==> src/rtl/seven_seg_scan_ctrl.sv <==
// Time-multiplexed scan controller sharing one BCD-to-7-segment decoder across NUM_DIGITS digits.
// Optional build macro: SEVEN_SEG_LEADING_ZERO_BLANK_EN enables leading-zero digit suppression.
module seven_seg_scan_ctrl #(
    parameter int unsigned NUM_DIGITS   = 4,
    parameter int unsigned REFRESH_DIV  = 1000,
    parameter int unsigned BLANK_CYCLES = 2
) (
    input  logic                    clk,
    input  logic                    rst_n,
    input  logic                    load,
    input  logic [4*NUM_DIGITS-1:0] digits_in,
    output logic [3:0]              bcd_out,
    output logic [NUM_DIGITS-1:0]   digit_en_n,
    output logic                    blank,
    output logic                    pending,
    output logic                    frame_done
);

    localparam int unsigned DATA_W = 4 * NUM_DIGITS;
    localparam int unsigned SLOT_W = (REFRESH_DIV > 1) ? $clog2(REFRESH_DIV) : 1;
    localparam int unsigned IDX_W  = (NUM_DIGITS > 1) ? $clog2(NUM_DIGITS) : 1;

    localparam logic [SLOT_W-1:0] SLOT_LAST = SLOT_W'(REFRESH_DIV - 1);
    localparam logic [SLOT_W-1:0] BLANK_END = SLOT_W'(BLANK_CYCLES);
    localparam logic [IDX_W-1:0]  IDX_LAST  = IDX_W'(NUM_DIGITS - 1);

    logic [SLOT_W-1:0] slot_cnt_q, slot_cnt_d;
    logic [IDX_W-1:0]  idx_q, idx_d;
    logic [DATA_W-1:0] shadow_q, shadow_d;
    logic [DATA_W-1:0] active_q, active_d;
    logic              pending_q, pending_d;

    logic              slot_last_c;
    logic              frame_end_c;
    logic [NUM_DIGITS-1:0] lz_mask_c;

    assign slot_last_c = (slot_cnt_q == SLOT_LAST);
    assign frame_end_c = slot_last_c && (idx_q == IDX_LAST);

    // Slot counter and digit index advance
    always_comb begin
        slot_cnt_d = slot_cnt_q + SLOT_W'(1);
        idx_d      = idx_q;
        if (slot_last_c) begin
            slot_cnt_d = '0;
            idx_d      = (idx_q == IDX_LAST) ? '0 : idx_q + IDX_W'(1);
        end
    end

    // Double buffer: loads land in shadow, commit to active only at the frame boundary
    always_comb begin
        shadow_d  = shadow_q;
        active_d  = active_q;
        pending_d = pending_q;
        if (frame_end_c) begin
            if (load) begin
                active_d  = digits_in;
                pending_d = 1'b0;
            end else if (pending_q) begin
                active_d  = shadow_q;
                pending_d = 1'b0;
            end
        end else if (load) begin
            shadow_d  = digits_in;
            pending_d = 1'b1;
        end
    end

    always_ff @(posedge clk or negedge rst_n) begin
        if (!rst_n) begin
            slot_cnt_q <= '0;
            idx_q      <= '0;
            shadow_q   <= '0;
            active_q   <= '0;
            pending_q  <= 1'b0;
        end else begin
            slot_cnt_q <= slot_cnt_d;
            idx_q      <= idx_d;
            shadow_q   <= shadow_d;
            active_q   <= active_d;
            pending_q  <= pending_d;
        end
    end

`ifdef SEVEN_SEG_LEADING_ZERO_BLANK_EN
    // Digit k>0 is suppressed while it and every higher nibble are zero
    logic zero_above_c;
    always_comb begin
        lz_mask_c    = '0;
        zero_above_c = 1'b1;
        for (int k = NUM_DIGITS - 1; k > 0; k--) begin
            zero_above_c = zero_above_c && (active_q[4*k +: 4] == 4'd0);
            lz_mask_c[k] = zero_above_c;
        end
    end
`else
    assign lz_mask_c = '0;
`endif

    // Outputs decoded from registers only
    always_comb begin
        bcd_out    = 4'd0;
        digit_en_n = '1;
        blank      = (slot_cnt_q < BLANK_END);
        for (int unsigned k = 0; k < NUM_DIGITS; k++) begin
            if (idx_q == IDX_W'(k)) begin
                bcd_out = active_q[4*k +: 4];
                if (!blank && !lz_mask_c[k]) begin
                    digit_en_n[k] = 1'b0;
                end
            end
        end
    end

    assign pending    = pending_q;
    assign frame_done = frame_end_c;

endmodule

==> config.mk <==
export PLATFORM = sky130hd
export DESIGN_NAME = seven_seg_scan_ctrl
export DESIGN_NICKNAME = d
export VERILOG_FILES = /design/src/rtl/seven_seg_scan_ctrl.sv
export SDC_FILE = /design/constraint.sdc
export NUM_CORES = 1
export LEC_CHECK = 0
export ABC_AREA = 1
export CAP_MARGIN = 10
export CORE_MARGIN = 2
export CORE_UTILIZATION = 34
export CTS_CLUSTER_SIZE = 20
export DETAILED_ROUTE_END_ITERATION = 10
export GPL_TIMING_DRIVEN = 0
export PLACE_DENSITY = 0.65
export SYNTH_ARGS = -nofsm -noshare
export SYNTH_HDL_FRONTEND = slang
export SYNTH_SLANG_ARGS = --single-unit
==> constraint.sdc <==
create_clock -name clk -period 3 [get_ports clk]
set_clock_uncertainty 0.1 [all_clocks]
set_input_delay 0.3 -clock clk [delete_from_list [all_inputs] [get_ports clk]]
set_output_delay 0.3 -clock clk [all_outputs]
set_load 0.03 [all_outputs]
==> summary.txt <==
Status
  – Status: complete, no violations

Place
  – Final GP Congestion: 0.855
  – Port Buffer Count: 29
  – Post-DP HPWL: 4140 µm

Route
  – Vias per std cell: 4.60
  – Wire per inst: 12.0 µm
  – Drt pass-1 iters: 4
  – Routed WL: 5480 µm
  – Remaining DRCs: 0
  – Via count: 2104
  – Number of DRC markers in iteration 0: 104
  – ANT nets after route: 0

Die
  – Die area: 0.00782 mm²
  – Chip Width: 88.5 µm
  – IO Count: 30
  – Site Rows: 30
  – Die Y-Extent: 88.5 µm
  – Core area: 0.00683 mm²
  – Initial Util: 35.5%

Pwr
  – Tot Pwr: 0.00111 W
  – Leakage power: 1.53 nW
  – Pwr dens: 377 mW/mm²
  – Worst vdd ir: 0.223 mV

Clock network
  – Max Root-Sink Buffers: 2
  – Root Driver: clkbuf_8
  – Cts bufs inserted: 5
  – TritonCTS clock tree: yes
  – TritonCTS Sinks: 45
  – Clock H-tree levels: 2
  – Reg clk slew, reported paths: 0.09 ns
  – Clock Latency Late Sink: 0.31 ns

Synthesis
  – Synth Area in Compound Gates: 7.22%
  – Mapped cell area: 0.00242 mm²
  – Yosys reg bits: 45
  – Avg Inst Size Synth: 7.53 µm²
  – Post-synthesis adder-cell area fraction: 2.58%
  – Netlist cell types: 23
  – Xor/xnor share of the synthesized area: 0.361%
  – Largest family of logic cells by synthesized area: simple AND/OR/NAND/NOR gates
  – Area share of and/or/nand/nor cells after synthesis: 34.7%
  – Register area share after synthesis: 46.4%
  – Synthesis Warnings: 0
  – Syn nets: 346
  – Cell count after synthesis: 322
  – Mux contribution to synthesized area: 0%

Worst setup path
  – Worst Path Buf+Inv: 3
  – Flop2flop setup slack: 1.27 ns
  – Delay-heaviest family, CP: buffers and inverters
  – Critical Path, Cell by Cell: ha_1 -> buf_2 -> clkbuf_1 -> a21oi_1 -> a21oi_1 -> clkdlybuf4s50_1
  – CP Max Fanout: 10
  – CP most frequent cell: a21oi_1
  – Crit-path max cell delay: 0.69 ns
  – Reg2reg start: slot_cnt_q[0]
  – Critical Path Slowest Stage Cell: clkdlybuf4s50_1
  – CP Launch Type: flop
  – Worst Setup End Kind: output port
  – Setup crit start: idx_q[1]
  – Crit path required time: 2.60 ns
  – CP arrival: 2.40 ns
  – CP Class: flop to output port

STA
  – Normalized max-slew margin: 68.8%
  – Tightest hold margin: 0.332 ns
  – Setup Total Neg Slack: 0 ns
  – Worst-margin pin slew: 0.468 ns
  – Final setup viols: 0
  – Peak Freq: 357 MHz
  – Endpoints failing hold: 0
  – Final-report max-slew violation count: 0
  – Final period utilization: 93.3%
  – RSZ-0062 raised after global routing: false
  – Final min period: 2.80 ns

GRT
  – First-pass GRT wire length: 9230 µm
  – Total grt overflow: 0
  – Largest net degree at the start of global routing: 33
  – Number of global-route vias before repair: 2033
  – Global-route total usage across every layer: 15.4%
  – Initial antenna violation count: 0

Cells and area
  – Fillers: 735
  – Layout cells sized above 1: 7.48%
  – Diode count: 0
  – Synth-to-layout area growth: 21.8%
  – Nets: 384
  – Commonest non-fill, non-tap cell in the layout: nand2_1
  – Reg area: 0.00113 mm²
  – Most frequent cells in the layout: 112 x nand2_1, 45 x dfrtp_1, 33 x inv_1, 26 x nor2_1, 26 x clkdlybuf4s50_1
  – Multi-input logic area: 0.00109 mm²

Flow run
  – Number of max-cap violations: 0

Min path
  – Worst Hold Class: primary input to async pin
-- state kept, by name, summed over array words and instances (netlist names) --
name / count
slot_cnt_q: 10
active_q: 16
idx_q: 2
shadow_q: 16
pending: 1
-- final timing paths --
path,to,cells after the start
setup reg to reg,shadow_q[6],7
max in group asynchronous,idx_q[1],3
min in group clk,shadow_q[12],2
hold reg to reg,shadow_q[12],2
hold / removal,active_q[3],2
setup / recovery,bcd_out[2],6
-- kinds of logic (layout without fill, tap and decap cells) --
family / after synthesis / count (layout)
AND/OR/NAND/NOR: 187 / 187
adder cells (fa/ha/maj): 5 / 5
buffers and inverters: 49 / 88
AO/OA/AOI/OAI: 35 / 35
flip-flops: 45 / 45
XOR/XNOR: 1 / 1
-- layer usage --
| metal | vias to the layer above | track usage, % | routed length (µm) |
|---|---|---|---|
| met3 | 10 | 3.17 | 169 |
| met4 | 0 | 5.51 | 89 |
| li1 | 1094 | - | - |
| met2 | 39 | 25.5 | 2560 |
| met5 | - | 0 | 0 |
| met1 | 961 | 19.9 | 2660 |
-- worst register-to-register path, delay by kind of cell, from the launching register on --
family,cells,cell delay [ns]
fa+ha+maj,1,0.20
buf+inv,1,0.27
flops,1,0.39
simple gates,5,0.68
-- cell type report --
class	count	area share, %
flip-flops and latches	45	38.1
plain buffers	16	2.97
clock inverters	2	0.508
clock buffers	6	2.46
multi-input cells	228	36.8
well taps	96	4.07
repair buffers	31	10.8
inverters	33	4.19
-- Yosys cell counts --
cell type,n,share of area (%)
a21oi_1,12,2.5
buf_1,2,0.31
buf_2,4,0.83
buf_4,2,0.62
buf_6,2,0.93
clkbuf_1,6,0.93
dfrtp_1,45,46
ha_1,5,2.6
inv_1,33,5.1
nand2_1,112,17
nand2_2,3,0.77
nand2_4,1,0.46
nand3_1,21,4.3
nand3_4,1,0.72
nand4_1,16,4.1
nand4_4,1,0.88
nor2_1,26,4.0
nor2_2,2,0.52
nor2_8,1,0.83
nor3_1,2,0.41
o21ai_0,23,4.7
or2_2,1,0.26
xor2_1,1,0.36
-- what timing repair did --
item                                   4_1_cts  5_1_grt
setup endpoints to repair                    0        2
resized for setup                            0        2
endpoints found under the hold margin       13        0
hold buffers                                 1        0
buffers inserted                             0        0
-- power breakdown --
part,total (W),switching (W),internal [W]
sequential,0.000634,0.00000944,0.000625
clock,0.000380,0.000215,0.000164
combinational,0.000100,0.0000553,0.0000452
-- per-stage QoR --
step,area [µm²],worst slack (ns),cells,util [%]
after floorplan,2420,1.05,322,-
after global placement,2840,0.237,447,41.5
after detailed placement,2850,0.459,448,41.7
after CTS,2950,0.114,457,43.2
after global routing,2950,0.0374,457,43.2
final,2950,0.201,457,43.2
No activity file was read; power rests on OpenSTA's default activity.
